==> src/rtl/ysyx_24110015_pkg.sv <==
// =====================================================================
// ysyx_24110015_pkg: shared fetch-path widths and reset PC
// Rev 1.0
// =====================================================================
`default_nettype none

package ysyx_24110015_pkg;

  localparam int unsigned c_mem_addr_w = 32;
  localparam int unsigned c_mem_data_w = 32;
  localparam int unsigned c_mem_err_w  = 1;
  localparam logic [31:0] c_reset_pc   = 32'h8000_0000;

  // Counter width able to hold the value DEPTH itself.
  function automatic int unsigned cnt_width(input int unsigned depth);
    return $clog2(depth) + 1;
  endfunction

endpackage

`default_nettype wire

==> src/rtl/ysyx_24110015_sync_fifo.sv <==
// =====================================================================
// ysyx_24110015_sync_fifo: circular FIFO with flush and occupancy count
// Rev 1.0
// =====================================================================
`default_nettype none

module ysyx_24110015_sync_fifo
  import ysyx_24110015_pkg::*;
#(
  parameter int unsigned WIDTH = 32,
  parameter int unsigned DEPTH = 4
) (
  input  logic                   clk,
  input  logic                   rst,
  input  logic                   push,
  input  logic                   pop,
  input  logic                   flush,
  input  logic [WIDTH-1:0]       wdata,
  output logic [WIDTH-1:0]       rdata,
  output logic                   full,
  output logic                   empty,
  output logic [$clog2(DEPTH):0] count
);

  localparam int unsigned         c_ptr_w = $clog2(DEPTH);
  localparam logic [c_ptr_w:0]    c_full  = (c_ptr_w + 1)'(DEPTH);
  localparam logic [c_ptr_w-1:0]  c_one   = c_ptr_w'(1);

  logic [WIDTH-1:0]   r_mem [DEPTH];
  logic [c_ptr_w-1:0] r_head;
  logic [c_ptr_w-1:0] r_tail;
  logic [c_ptr_w:0]   r_count;

  logic w_do_push;
  logic w_do_pop;

  // A push into a full FIFO is legal when the head leaves in the same cycle.
  assign w_do_pop  = pop & (r_count != '0);
  assign w_do_push = push & ~flush & ((r_count != c_full) | w_do_pop);

  always_ff @(posedge clk or posedge rst) begin
    if (rst) begin
      r_head  <= '0;
      r_tail  <= '0;
      r_count <= '0;
    end else if (flush) begin
      r_head  <= '0;
      r_tail  <= '0;
      r_count <= '0;
    end else begin
      if (w_do_push) r_tail <= r_tail + c_one;
      if (w_do_pop)  r_head <= r_head + c_one;
      r_count <= r_count + (c_ptr_w + 1)'(w_do_push) - (c_ptr_w + 1)'(w_do_pop);
    end
  end

  always_ff @(posedge clk) begin
    if (w_do_push) r_mem[r_tail] <= wdata;
  end

  assign rdata = r_mem[r_head];
  assign full  = (r_count == c_full);
  assign empty = (r_count == '0);
  assign count = r_count;

endmodule

`default_nettype wire

==> src/rtl/ysyx_24110015_ifu_prefetch.sv <==
// =====================================================================
// ysyx_24110015_ifu_prefetch: in-order instruction prefetcher with flush
// Rev 1.0
// =====================================================================
`default_nettype none

module ysyx_24110015_ifu_prefetch
  import ysyx_24110015_pkg::*;
#(
  parameter int unsigned       ADDR_W   = c_mem_addr_w,
  parameter int unsigned       INST_W   = c_mem_data_w,
  parameter int unsigned       DEPTH    = 4,
  parameter logic [ADDR_W-1:0] RESET_PC = ADDR_W'(c_reset_pc)
) (
  input  logic              clk,
  input  logic              rst,
  input  logic              redirect_valid,
  input  logic [ADDR_W-1:0] redirect_pc,
  output logic              mem_req_valid,
  input  logic              mem_req_ready,
  output logic [ADDR_W-1:0] mem_req_addr,
  input  logic              mem_rsp_valid,
  input  logic [INST_W-1:0] mem_rsp_data,
  input  logic              mem_rsp_err,
  output logic              out_valid,
  input  logic              out_ready,
  output logic [INST_W-1:0] out_inst,
  output logic [ADDR_W-1:0] out_pc,
  output logic              out_err
);

  localparam int unsigned       c_cnt_w = cnt_width(DEPTH);
  localparam int unsigned       c_ent_w = INST_W + ADDR_W + 1;
  localparam logic [c_cnt_w:0]  c_depth = (c_cnt_w + 1)'(DEPTH);
  localparam logic [ADDR_W-1:0] c_step  = ADDR_W'(4);

  logic [ADDR_W-1:0]  r_pc;
  logic [ADDR_W-1:0]  r_req_addr;
  logic [ADDR_W-1:0]  r_tail_pc;
  logic               r_req_valid;
  logic               r_stale;
  logic [c_cnt_w-1:0] r_inflight;
  logic [c_cnt_w-1:0] r_drop;

  logic               w_acc;
  logic               w_hold;
  logic               w_push;
  logic               w_pop;
  logic               w_room;
  logic [ADDR_W-1:0]  w_redirect_pc;
  logic [ADDR_W-1:0]  w_pc_nxt;
  logic [c_cnt_w-1:0] w_inflight_nxt;
  logic [c_cnt_w-1:0] w_count_nxt;
  logic [c_cnt_w:0]   w_occ_nxt;
  logic [c_cnt_w-1:0] w_fifo_count;
  logic               w_fifo_full;
  logic               w_fifo_empty;
  logic [c_ent_w-1:0] w_fifo_rdata;

  assign w_acc         = r_req_valid & mem_req_ready;
  assign w_hold        = r_req_valid & ~mem_req_ready;
  assign w_push        = mem_rsp_valid & ~redirect_valid & (r_drop == '0);
  assign w_pop         = ~w_fifo_empty & out_ready;
  assign w_redirect_pc = redirect_pc & ~ADDR_W'(3);

  // r_pc is the address of the next fresh request; a stale request does not advance it.
  assign w_pc_nxt = redirect_valid    ? w_redirect_pc :
                    (w_acc & ~r_stale) ? r_pc + c_step : r_pc;

  // Slots are reserved for every outstanding request, including ones to be discarded.
  assign w_inflight_nxt = r_inflight + c_cnt_w'(w_acc) - c_cnt_w'(mem_rsp_valid);
  assign w_count_nxt    = redirect_valid ? '0
                        : w_fifo_count + c_cnt_w'(w_push) - c_cnt_w'(w_pop);
  assign w_occ_nxt      = {1'b0, w_inflight_nxt} + {1'b0, w_count_nxt};
  assign w_room         = (w_occ_nxt < c_depth) & ~(w_fifo_full & ~w_pop & ~redirect_valid);

  always_ff @(posedge clk or posedge rst) begin
    if (rst) begin
      r_pc        <= RESET_PC;
      r_req_addr  <= RESET_PC;
      r_tail_pc   <= RESET_PC;
      r_req_valid <= 1'b0;
      r_stale     <= 1'b0;
      r_inflight  <= '0;
      r_drop      <= '0;
    end else begin
      r_pc       <= w_pc_nxt;
      r_inflight <= w_inflight_nxt;

      if (w_hold) begin
        r_stale <= r_stale | redirect_valid;
      end else begin
        r_req_valid <= w_room;
        r_req_addr  <= w_pc_nxt;
        r_stale     <= 1'b0;
      end

      // On redirect every request still outstanding after this edge is discarded;
      // a held request joins the count only once it is accepted.
      if (redirect_valid) begin
        r_drop <= w_inflight_nxt;
      end else begin
        r_drop <= r_drop + c_cnt_w'(w_acc & r_stale)
                         - c_cnt_w'(mem_rsp_valid & (r_drop != '0));
      end

      if (redirect_valid) begin
        r_tail_pc <= w_redirect_pc;
      end else if (w_push) begin
        r_tail_pc <= r_tail_pc + c_step;
      end
    end
  end

  ysyx_24110015_sync_fifo #(
    .WIDTH (c_ent_w),
    .DEPTH (DEPTH)
  ) u_buf (
    .clk   (clk),
    .rst   (rst),
    .push  (w_push),
    .pop   (w_pop),
    .flush (redirect_valid),
    .wdata ({mem_rsp_err, r_tail_pc, mem_rsp_data}),
    .rdata (w_fifo_rdata),
    .full  (w_fifo_full),
    .empty (w_fifo_empty),
    .count (w_fifo_count)
  );

  assign mem_req_valid = r_req_valid;
  assign mem_req_addr  = r_req_addr;
  assign out_valid     = ~w_fifo_empty;
  assign {out_err, out_pc, out_inst} = w_fifo_empty ? '0 : w_fifo_rdata;

endmodule

`default_nettype wire

==> config.mk <==
export PLATFORM = sky130hd
export DESIGN_NAME = ysyx_24110015_ifu_prefetch
export DESIGN_NICKNAME = d
export VERILOG_FILES = /design/src/rtl/ysyx_24110015_pkg.sv /design/src/rtl/ysyx_24110015_sync_fifo.sv /design/src/rtl/ysyx_24110015_ifu_prefetch.sv
export SDC_FILE = /design/constraint.sdc
export NUM_CORES = 1
export LEC_CHECK = 0
export BUFFER_PORTS_ARGS = -buffer_cell sky130_fd_sc_hd__buf_2
export CORE_ASPECT_RATIO = 0.5
export CORE_UTILIZATION = 40
export CTS_BUF_LIST = sky130_fd_sc_hd__clkbuf_16
export DETAILED_ROUTE_END_ITERATION = 10
export GPL_TIMING_DRIVEN = 0
export HOLD_SLACK_MARGIN = 0.15
export PLACE_DENSITY_LB_ADDON = 0.1
export SLEW_MARGIN = 10
export SYNTH_ARGS = -nofsm -noshare
export SYNTH_HDL_FRONTEND = slang
export SYNTH_SLANG_ARGS = --single-unit
==> constraint.sdc <==
create_clock -name clk -period 8.6 [get_ports clk]
set_input_delay 0.43 -clock clk [delete_from_list [all_inputs] [get_ports clk]]
set_output_delay 0.43 -clock clk [all_outputs]
set_load 0.03 [all_outputs]
# [Word level (Yosys, flattened, before mapping)]
# Memory sizes are Yosys's and may differ from the RTL's.
# Cells that the tools add are included.
# W data, S select, Z words.
[totals] register_bits=111 mem_bits_rw=260 input_bits=71 out_inout_bits=99 elab_cells=71 n_memories=1
[mem_list] name="u_buf.r_mem" words=4 width=65 rd=1 rd_clocked_by_memory_dff=0 write_ports=1 line_no="ysyx_24110015_sync_fifo.sv:29" text="logic [WIDTH-1:0] r_mem [DEPTH];"
[op_classes] addsub=13 order_cmp=1 n_eq_ne=2 muxes=15 n_bitwise=22 n_reduce_logical=7
[ops] op="$mux W32" n=4
[ops] op="$mux W65" n=1
[ops] op="$add A32 B3 Y32 const B" n=2
[ops] op="$and A1 B1 Y1" n=14
[ops] op="$add A3 B1 Y3" n=4
[ops] op="$sub A3 B1 Y3" n=4
[ops] op="$mux W3" n=3
[ops] op="$mux W2" n=4
[ops] op="$logic_not A3 Y1" n=2
[ops] op="$not A1 Y1" n=6
[ops] op="$reduce_bool A2 Y1" n=3
[ops] op="$reduce_bool A3 Y1" n=2
[ops] op="$add A2 B1 Y2 const B" n=2
[ops] op="$add A3 B3 Y4" n=1
[ops] op="$lt A4 B3 Y1 const B" n=1
[ops] op="$eq A3 B3 Y1 const B" n=1
[ops] op="$mux W1" n=3
[ops] op="$ne A3 B3 Y1 const B" n=1
[ops] op="$or A1 B1 Y1" n=2

# [Longest topological paths before layout]
# Gate-level depths: netlist (run 1).
[depth] ltp_word=9 ltp_mapped=13 depth_no_buf=11

# [By module]
# From an unflattened synthesis (run 1), not the netlist that was laid out.
[hier_totals] hier_cells=971 area_unflattened_um2=15567.4
[modules_own_cells] module="ysyx_24110015_sync_fifo" n_inst=1 cells_per_inst=383 area_each_um2=9868.2
[modules_own_cells] module="ysyx_24110015_ifu_prefetch" n_inst=1 cells_per_inst=588 area_each_um2=5699.2

# [Worst setup path after synthesis (run 1)]
# OpenSTA, ideal clock, no wires.
[synth_path] path_kind="register to register" from="reg r_drop[1]" to="mem u_buf.r_mem[0][0] (netlist name) (enable)" setup_ps=428 t_arrival_ps=2851 path_slack_ps=5322 stages_incl_launch_ff=6 period_less_slack_ps=3278 path_cell_list="dfrtp_1 -> nor4b_2 -> buf_2 -> nand2_1 -> nor2_1 -> and2_1"
[synth_between] elab_chain_cells=6
[synth_lines] element="start, declared" line_no="ysyx_24110015_ifu_prefetch.sv:43" text="logic [c_cnt_w-1:0] r_drop;"
[synth_lines] element="start signal, assigned" line_no="ysyx_24110015_ifu_prefetch.sv:101" text="r_drop <= w_inflight_nxt;"
[synth_lines] element="start signal, assigned" line_no="ysyx_24110015_ifu_prefetch.sv:103" text="r_drop <= r_drop + c_cnt_w'(w_acc & r_stale)"
[synth_lines] element="$logic_not A3 Y1" line_no="ysyx_24110015_ifu_prefetch.sv:62" text="assign w_push = mem_rsp_valid & ~redirect_valid & (r_drop == '0);"
[synth_lines] element="$and A1 B1 Y1" line_no="ysyx_24110015_ifu_prefetch.sv:62"
[synth_lines] element="$and A1 B1 Y1 (2 in series)" line_no="ysyx_24110015_sync_fifo.sv:39" text="assign w_do_push = push & ~flush & ((r_count != c_full) | w_do_pop);"
[synth_lines] element="$mux W1" line_no="ysyx_24110015_sync_fifo.sv:58" text="if (w_do_push) r_mem[r_tail] <= wdata;"
[synth_lines] element="$mux W1 (not written as such)" line_no="ysyx_24110015_sync_fifo.sv:58"
[synth_lines] element="end, declared" line_no="ysyx_24110015_sync_fifo.sv:29"
# No other way between the ends.

# [Worst setup path after layout (run 1)]
[layout_path] from="reg r_drop[1]" to="reg r_req_valid, in the netlist mem_req_valid"
[layout_between] elab_chain_cells=8
[layout_lines] element="$logic_not A3 Y1" line_no="ysyx_24110015_ifu_prefetch.sv:62"
[layout_lines] element="$and A1 B1 Y1" line_no="ysyx_24110015_ifu_prefetch.sv:62"
[layout_lines] element="$add A3 B1 Y3" line_no="ysyx_24110015_ifu_prefetch.sv:73" text=": w_fifo_count + c_cnt_w'(w_push) - c_cnt_w'(w_pop);"
[layout_lines] element="$sub A3 B1 Y3" line_no="ysyx_24110015_ifu_prefetch.sv:73"
[layout_lines] element="$mux W3" line_no="ysyx_24110015_ifu_prefetch.sv:72" text="assign w_count_nxt = redirect_valid ? '0"
[layout_lines] element="$add A3 B3 Y4" line_no="ysyx_24110015_ifu_prefetch.sv:74" text="assign w_occ_nxt = {1'b0, w_inflight_nxt} + {1'b0, w_count_nxt};"
[layout_lines] element="$lt A4 B3 Y1" line_no="ysyx_24110015_ifu_prefetch.sv:75" text="assign w_room = (w_occ_nxt < c_depth) & ~(w_fifo_full & ~w_pop & ~redirect_valid);"
[layout_lines] element="$and A1 B1 Y1" line_no="ysyx_24110015_ifu_prefetch.sv:75"
[layout_lines] element="end signal, assigned" line_no="ysyx_24110015_ifu_prefetch.sv:93" text="r_req_valid <= w_room;"
[layout_lines] element="end, declared" line_no="ysyx_24110015_ifu_prefetch.sv:40" text="logic r_req_valid;"
# No other way between the ends.
# A chain may end at the register's enable or synchronous reset.

==> metrics.txt, run 1 <==
Syn Std Cell Area=approximately 15000 sq um; ranking of synthesized cells by area=edfxtp_1, dfrtp_1, mux4_2, and2_1, xnor2_1; largest family of logic cells by synthesized area=simple AND/OR/NAND/NOR gates; PD cells=291.1 nW/um^2; drt first-iter violations=around 550; Async S/R FF share, synth=between 30% and 40%; CTS Buffer Depth=3; Synth warnings=0; endpoints failing setup=0; Synth Area in Compound Gates=3.377%; average cell area after synthesis=between 15 and 20 sq um; synthesis-stage register bit count=around 360; total CTS buffers=36; fin crit period=about 3500 ps; Routed Antenna Nets=0; clk root buf=clkbuf_16; routed len/inst=between 20 and 25 um; GR Util met3=roughly 3%; worst hold path class=input pin to register; Post-synth EDFFs=roughly 250; Crit Path Category=register to register; Routability Congestion=approximately 0.85; Synth Flop Type=edfxtp_1; Rel. slew slack=a little under two fifths; largest net degree at the start of global routing=60; post-CTS sizing=0; largest area contributor in the synthesized netlist=edfxtp_1; port bufs=around 170; antenna violations before repair=1; GR Util met2=around a third; Critical Path RT=9010 ps; Tot GR Track Use=18.61%; Core ar.=37470 sq um; I/O pins=170; CP startpoint kind=register; DRC viols=0; gate count after technology mapping=987; Clock transition at path regs=~60 ps; Site Rows=50; status=finished, final reports clean; first-pass GRT wire length=between 50000 and 60000 um; Simple-Gate Fraction of Synth Area=11.05%; post-place setup slack=~4700 ps; Initial Util=40.63%; period utilization=40.31%; MaxCap Viol Count=0; share of cells above drive strength 1=~27%; detailed placement HPWL=approximately 24000 um; Sink Count=between 300 and 400; grt total ovfl=0; die area=a little under 40000 sq um; First-pass DRT Iterations=4; routing usage on met1=about a quarter; Synth Area in Adders=1.841%; most frequent cells in the layout=edfxtp_1, buf_2, dfrtp_1, nor2_1, and2_1; Hold Violations, Final=0; Pins Over Slew Limit=0; R2R Setup Slk=5130 ps; CTS tree=done; Horiz. Die Dim=between 200 and 300 um; RSZ-0062 raised after global routing=false; # diodes=0; Worst Tran Pin Value=between 900 and 1000 ps; Worst setup EP type=register; worst setup margin=5134 ps; sequential area share after synthesis=about 68%; gr busiest metal=met2; Leak=just under 7 nW; commonest non-fill, non-tap cell in the layout=edfxtp_1; worst clock skew=~16 ps; die height=about 140 um; H-tree depth=2; crit path max fanout=10; worst vdd ir=around 0.00013 V; via count=approximately 9000; fmax=just under 300 MHz; Skew-Pair Late Insertion Delay=~540 ps; Yosys top cell area share=between 40% and 50%; post-synthesis mux area share=between 10 and 15%; worst hold margin=about 180 ps; via density per instance=between 5 and 6; Final TNS setup=0 ps; Final #Nets=1322; xor-xnor portion of the synthesized cell area=3.106%; Distinct cells, synth=between 50 and 60; critical path arrival=roughly 3900 ps; Area Growth Syn to Fin=20.48%; vias in the first global route=about 9500; DRT Wirelength=roughly 35000 um
==> cell type report <==
class | count | area, sq um
timing repair buffer | 205 | 1314
tap | 494 | 618.1
clock buffer | 39 | 975.9
sequential | 361 | 10300
inverter | 25 | 98.84
buffer | 49 | 216.5
fill | 3241 | 19130
clock inverter | 25 | 191.4
multi-input combinational | 553 | 4632
==> sequential cells by signal (all words and copies together) (netlist names) <==
name and flops:
u_buf.count 3, r_pc 32, r_stale 1, u_buf.r_head 2, r_inflight 3, u_buf.r_tail 2, mem_req_valid 1, u_buf.r_mem 252
r_tail_pc 30, r_drop 3, mem_req_addr 32
==> final timing paths <==
kind,from,endpoint,depth (start not counted)
worst max-delay path,r_drop[1]$_DFF_PP0_,mem_req_valid$_DFFE_PP0N_,12
worst min-delay path,redirect_pc[25],r_pc[25]$_DFF_PP0_,3
worst max register to register,r_drop[1]$_DFF_PP0_,mem_req_valid$_DFFE_PP0N_,12
worst min register to register,mem_req_addr[4]$_DFFE_PP0N_,mem_req_addr[4]$_DFFE_PP0N_,2
max in group asynchronous,rst,r_tail_pc[5]$_DFFE_PP0N_,4
min in group asynchronous,rst,mem_req_addr[0]$_DFFE_PP0N_,3
==> cell usage after synthesis (7+ instances only) <==
master / instances
inv_1: 24
edfxtp_1: 252
and3_1: 7
clkbuf_1: 32
nand2_1: 51
nor2b_1: 14
nand4_1: 18
nor4_1: 8
mux4_2: 63
xnor2_1: 37
nor2_1: 86
and2_1: 69
buf_2: 8
o31ai_1: 14
dfrtp_1: 106
xor2_1: 17
a21oi_1: 40
mux2_2: 16
nand3_1: 20
ha_1: 16
nor3_1: 14
==> metal layers <==
layer  part of all wire (%)  up-vias
li1                       -     4190
met1                     45     4600
met2                     49      151
met3                    3.8       52
met4                    1.9        0
met5                      0        -
==> where the power goes <==
group	total (mW)	switching, mW	internal, mW
logic	1.65	1.04	0.608
registers	2.13	0.120	2.01
clock network	1.57	0.659	0.908
total	5.34	1.82	3.52
==> critical path, stage by stage (launching register included) <==
cell,delay (ps)
dfrtp_1,440
nor4b_2,580
buf_2,360
nand2_1,100
ha_1,310
inv_1,40
ha_1,180
fa_1,480
nor2b_1,150
ha_1,240
nand3_1,80
a21oi_1,70
o41ai_1,320
==> through the flow <==
| stage | std cells | instance area [sq um] | power [mW] | utilization, % |
|---|---|---|---|---|
| finish | 1751 | 18350 | 5.341 | 48.95 |
| global route | 1751 | 18350 | 5.613 | 48.95 |
| CTS | 1751 | 18350 | 5.422 | 48.95 |
| detailed placement | 1652 | 16830 | 3.830 | 44.90 |
| global placement | 1647 | 16670 | 3.809 | 44.50 |
| floorplan | 988 | 15230 | 3.313 | - |
==> kinds of logic (layout without fill, tap and decap cells) <==
kind of cell               count (synthesis)  count (layout)
muxes                                     85              85
adders and majority gates                 20              20
xor gates and xnor gates                  54              54
DFF                                      361             361
buffers and inverters                     74             343
and+or+nand+nor                          314             314
AOI/OAI and AO/OA                         78              78
other                                      1               2
==> what timing repair did <==
item,4_1_cts,5_1_grt
endpoints found under the hold margin,180,0
hold buffers,35,0
setup buffers,0,0
(Power assumes the default switching activity.)
==> run 2: changes to the inputs <==
- ABC_AREA: default -> 1
- clock period: 8.6 -> 3.5 ns (I/O delays scaled with it)
==> run 2 against run 1 <==
  * Design area grew 7.6%
  * Fmax increased by 11%
  * Cell count up 39%
  * Register-to-register slack worse by 4800 ps
  * Combinational power grew to 2.6 times the previous value
  * Sequential power grew to 2.5 times the previous value
  * Worst hold slack worse by 1.8 ps
  * Highest routed layer unchanged
==> metrics.txt, run 2 <==
Rel. slew slack=around 45%; gr busiest metal=met2; commonest non-fill, non-tap cell in the layout=nor2_1; Area Growth Syn to Fin=21.89%; Critical Path RT=3910 ps; detailed placement HPWL=between 20000 and 30000 um; post-synthesis mux area share=0%; critical path arrival=about 3500 ps; status=finished, final reports clean; Synth Area in Adders=under 10%; via count=roughly 12000; final non-filler cell total=2439; largest reg by FF count=u_buf.r_mem; Yosys top cell area share=between 40% and 50%; largest family of logic cells by synthesized area=simple AND/OR/NAND/NOR gates; Leak=8.229 nW; Async S/R FF share, synth=a little under a third; routing usage on met1=between 20% and 30%; Site Rows=51; CP startpoint kind=register; RSZ-0062 raised after global routing=false; I/O pins=170; routed len/inst=about 18 um; endpoints failing setup=0; post-CTS sizing=0; Core ar.=39370 sq um; top-count cell post-synth=nor2_1; GR Util met3=under 10%; gate count after technology mapping=~1600; CTS tree=done; synthesis-stage register bit count=361; Worst setup EP type=register; Sink Count=361; worst vdd ir=around 0.00037 V; FF/Latch Area=10300 sq um; Pins Over Slew Limit=0; area post-placement=17980 sq um; Post-synth EDFFs=about 250; die area=around 41000 sq um; via density per instance=roughly 4.9; # diodes=0; Final #Nets=1974; Filler cells=between 3000 and 4000; DRT Wirelength=approximately 43000 um; grt total ovfl=0; Simple-Gate Fraction of Synth Area=19.63%; final core utilization=about half; First-pass DRT Iterations=5; Crit Path Category=register to register; worst hold path class=input pin to register; PD cells=slightly below 700 nW/um^2; Clock transition at path regs=about 60 ps; antenna violations before repair=0; GR Util met2=between 30% and 40%; MaxCap Viol Count=0; Synth warnings=0; Hold Violations, Final=0; Distinct cells, synth=50; H-tree depth=2; Syn Std Cell Area=roughly 16000 sq um; Routability Congestion=~0.84; commonest cells in the netlist=nor2_1, nand2_1, edfxtp_1, o21ai_0, inv_1; sequential area share after synthesis=between 60% and 70%; largest net degree at the start of global routing=74; Synth Area in Compound Gates=under 10%; Horiz. Die Dim=286.6 um; die height=144.3 um; Tot GR Track Use=about a fifth; worst clock skew=16.68 ps; crit path max fanout=6; ranking of synthesized cells by area=edfxtp_1, dfrtp_1, nor2_1, nand2_1, o21ai_0; first-pass GRT wire length=~66000 um; multi-input logic area=5105 sq um; drt first-iter violations=827; average cell area after synthesis=10.11 sq um; dpl cells=about 2300; vias in the first global route=11642; worst hold margin=about 170 ps; most frequent cells in the layout=nor2_1, nand2_1, edfxtp_1, buf_2, o21ai_0; total CTS buffers=35; fin crit period=between 3000 and 4000 ps; clk root buf=clkbuf_16; DRC viols=0; Synth Flop Type=edfxtp_1; Initial Util=41.15%; CTS Buffer Depth=3; final instance area=approximately 20000 sq um; xor-xnor portion of the synthesized cell area=0.8649%; Worst Tran Pin Value=between 800 and 900 ps; share of cells above drive strength 1=17.60%; largest area contributor in the synthesized netlist=edfxtp_1; Skew-Pair Late Insertion Delay=530 ps; port bufs=approximately 160; fmax=320.3 MHz; period utilization=between 80% and 90%; max reg flops=roughly 250; Final TNS setup=0 ps; Routed Antenna Nets=0
-- run 2: cell types whose count changed in the layout (fill, tap and decap cells not counted), moves of 16 or more --
| cell | previous run | this run |
|---|---|---|
| nor2_1 | 86 | 309 |
| nand2_1 | 51 | 266 |
| o21ai_0 | 4 | 157 |
| inv_1 | 32 | 128 |
| and2_1 | 65 | 1 |
| mux4_2 | 63 | 0 |
| nand3_1 | 20 | 61 |
| a21oi_1 | 40 | 75 |
| xnor2_1 | 37 | 4 |
| dlygate4sd3_1 | 35 | 66 |
| mux2_2 | 16 | 0 |
| nand2_2 | 0 | 16 |
-- run 2: stage by stage --
stage / worst slack (ps) / power (mW)
2_1_floorplan: -680.5 / 8.195
3_3_place_gp: -3382 / 9.659
3_5_place_dp: 253.1 / 9.707
4_1_cts: 191.9 / 13.46
5_1_grt: 167.3 / 14.06
6_report: 377.9 / 13.31
-- run 2: power by group --
group	internal (mW)	switching, mW
Combinational	1.20	3.09
Clock	2.03	1.64
Sequential	5.01	0.348
Total	8.23	5.07
-- run 2: kinds of logic after synthesis --
group,after synthesis
other,1
adders and majority gates,20
xor gates and xnor gates,16
DFF,361
AOI/OAI and AO/OA,276
and+or+nand+nor,723
buffers and inverters,205
-- run 2: worst paths after layout --
check,start,endpoint,slack (ps),cells after the start
worst max-delay path,r_drop[1]$_DFF_PP0_,mem_req_valid$_DFFE_PP0N_,380,14
worst min-delay path,mem_req_ready,mem_req_addr[18]$_DFFE_PP0N_,170,5
worst min register to register,mem_req_addr[30]$_DFFE_PP0N_,mem_req_addr[30]$_DFFE_PP0N_,470,2
worst max register to register,r_drop[1]$_DFF_PP0_,mem_req_valid$_DFFE_PP0N_,380,14
min in group asynchronous,rst,r_drop[2]$_DFF_PP0_,200,3
max in group asynchronous,rst,r_tail_pc[31]$_DFFE_PP1N_,2570,4
-- run 2: layout make-up --
class,count,area share (%)
tap,530,3.358
timing repair buffer,243,8.883
multi-input combinational,1037,25.85
clock inverter,27,0.9567
clock buffer,36,4.562
sequential,361,52.15
buffer,71,1.641
inverter,134,2.598
-- run 2: worst max-delay path: stages (launching register included) --
cell,delay (ps)
dfrtp_1,430
nor3_2,270
nand2_2,210
nor2_4,170
inv_1,120
ha_1,300
inv_1,40
ha_1,180
fa_1,490
inv_1,40
nor2_1,90
ha_1,240
nand3_1,90
a21oi_1,60
o41ai_1,280
-- run 2: what timing repair did --
| item | in CTS | in global routing |
|---|---|---|
| endpoints found under the hold margin | 328 | 0 |
| hold buffers | 66 | 0 |
| endpoints found under the setup margin | 0 | 1 |
| buffers inserted | 0 | 2 |
-- run 2: routing by layer --
layer	wire, um	vias up
met5	0	-
met1	20130	5661
met2	20160	273
met3	1896	63
li1	-	5953
met4	945	0
==> run 3: changes to the inputs <==
- clock period: 3.5 -> 3.6 ns (I/O delays scaled with it)
==> run 3 against run 2 <==
  * Design area about the same
  * Critical path type unchanged
  * Largest cell class unchanged
  * Flip-flop and latch count unchanged
  * First-iteration DRC count down 2.9%
  * Critical path depth unchanged
==> metrics.txt, run 3 (synthesized netlist as in run 2, its figures left out) <==
commonest non-fill, non-tap cell in the layout=nor2_1; port bufs=around 160; antenna violations before repair=0; First-pass DRT Iterations=5; clk root buf=clkbuf_16; hold path depth=5; Leak=roughly 8.2 nW; period utilization=91.53%; status=finished, final reports clean; drt first-iter violations=between 800 and 900; Hold Violations, Final=0; max reg flops=approximately 250; Clock transition at path regs=roughly 60 ps; critical path arrival=around 3700 ps; Sink Count=361; CTS Buffer Depth=3; die area=41360 sq um; DRT Wirelength=~43000 um; Final TNS setup=0 ps; Tot GR Track Use=between 20% and 30%; most frequent cells in the layout=nor2_1, nand2_1, edfxtp_1, buf_2, o21ai_0; hold path start=mem_req_ready; endpoints failing setup=0; CP startpoint kind=register; MaxCap Viol Count=0; Critical Path RT=about 4000 ps; fmax=between 300 and 400 MHz; Worst setup EP type=register; Crit Path Category=register to register; Rel. slew slack=43.27%; first-pass GRT wire length=66430 um; R2R Setup Slk=300 ps; largest net degree at the start of global routing=74; r2r endpoint=mem_req_valid$_DFFE_PP0N_; total CTS buffers=35; vias in the first global route=around 12000; via density per instance=4.892; share of cells above drive strength 1=17.51%; fin crit period=3295 ps; Final #Nets=~2000; Skew-Pair Late Insertion Delay=roughly 530 ps; Routed Antenna Nets=0; RSZ-0062 raised after global routing=false; # diodes=0; detailed placement HPWL=between 20000 and 30000 um; Horiz. Die Dim=around 290 um; grt total ovfl=0; DRC viols=0; worst hold path class=input pin to register; Worst Tran Pin Value=849.0 ps; CTS tree=done; Pins Over Slew Limit=0; worst clock skew=about 18 ps; via count=11922; Initial Util=between 40% and 50%; worst vdd ir=between 0.0003 and 0.0004 V; Routability Congestion=roughly 0.84; Area Growth Syn to Fin=21.79%; routed len/inst=about 18 um; die height=between 100 and 150 um; Reg-to-Reg Start=r_drop[1]$_DFF_PP0_; I/O pins=170; Core ar.=just under 40000 sq um; Reg2Reg Depth=14; Site Rows=around 50; sink of the worst hold path=mem_req_addr[18]$_DFFE_PP0N_; H-tree depth=2; PD cells=~660 nW/um^2; largest reg by FF count=u_buf.r_mem; worst hold margin=~180 ps; crit path max fanout=8
run 3: changes by cell type in the layout (fill, tap and decap cells not counted), sizes merged:
| cell | change |
|---|---|
| buf | -2 |
run 3: timing repair:
action | 4_1_cts | 5_1_grt
hold endpoints to repair | 328 | 0
hold buffers | 66 | 0
resized for setup | 0 | 0
buffers inserted | 0 | 0
run 3: final cells by class:
| class | instances | area [sq um] |
|---|---|---|
| timing repair buffer | 241 | 1739 |
| multi-input combinational | 1037 | 5105 |
| buffer | 71 | 324.1 |
| tap | 530 | 663.1 |
| fill | 3620 | 19640 |
| sequential | 361 | 10300 |
| clock inverter | 27 | 188.9 |
| clock buffer | 36 | 900.9 |
| inverter | 134 | 513.0 |
run 3: per-layer routing:
| metal | up-vias | share of wire, % | GRT usage (%) |
|---|---|---|---|
| li1 | 5949 | - | - |
| met1 | 5660 | 47 | 29.08 |
| met2 | 250 | 47 | 35.41 |
| met3 | 63 | 3.9 | 2.950 |
| met4 | 0 | 2.2 | 5.882 |
| met5 | - | 0 | 0 |
run 3: where the power goes:
| group | switching (mW) | internal (mW) |
|---|---|---|
| combinational | 3.00 | 1.16 |
| clock | 1.60 | 1.97 |
| sequential | 0.340 | 4.87 |
run 3: worst max-delay path, stage by stage, from the launching register on:
cell and delay, ps:
dfrtp_1 430, nor3_2 270, nand2_2 200, nor2_4 270, inv_1 190, ha_1 310, inv_1 40, ha_1 180
fa_1 490, inv_1 40, nor2_1 90, ha_1 240, nand3_1 90, a21oi_1 60, o41ai_1 280
run 3: per-stage QoR:
stage	total power, mW	util [%]	cell area (sq um)	std cells	setup WS (ps)
3_3_place_gp	9.390	44.93	17690	2297	-3282
2_1_floorplan	7.967	-	16210	1603	-580.5
4_1_cts	13.08	50.12	19730	2437	291.9
3_5_place_dp	9.438	45.67	17980	2308	353.1
6_report	12.93	50.12	19730	2437	304.9
5_1_grt	13.67	50.12	19730	2437	76.71
run 3: how the worst max path moves through the flow:
stage                   startpoint                      endpoint  slack [ps]  cells past startpoint
6_report       r_drop[1]$_DFF_PP0_     mem_req_valid$_DFFE_PP0N_         300                     14
5_1_grt        r_drop[1]$_DFF_PP0_     mem_req_valid$_DFFE_PP0N_          80                     14
4_1_cts        r_drop[1]$_DFF_PP0_     mem_req_valid$_DFFE_PP0N_         290                     14
3_5_place_dp   r_drop[1]$_DFF_PP0_     mem_req_valid$_DFFE_PP0N_         350                     14
3_3_place_gp   r_drop[1]$_DFF_PP0_  u_buf.r_mem[3][15]$_DFFE_PP_       -3280                      5
2_1_floorplan  r_drop[1]$_DFF_PP0_   u_buf.r_mem[0][0]$_DFFE_PP_        -580                      5
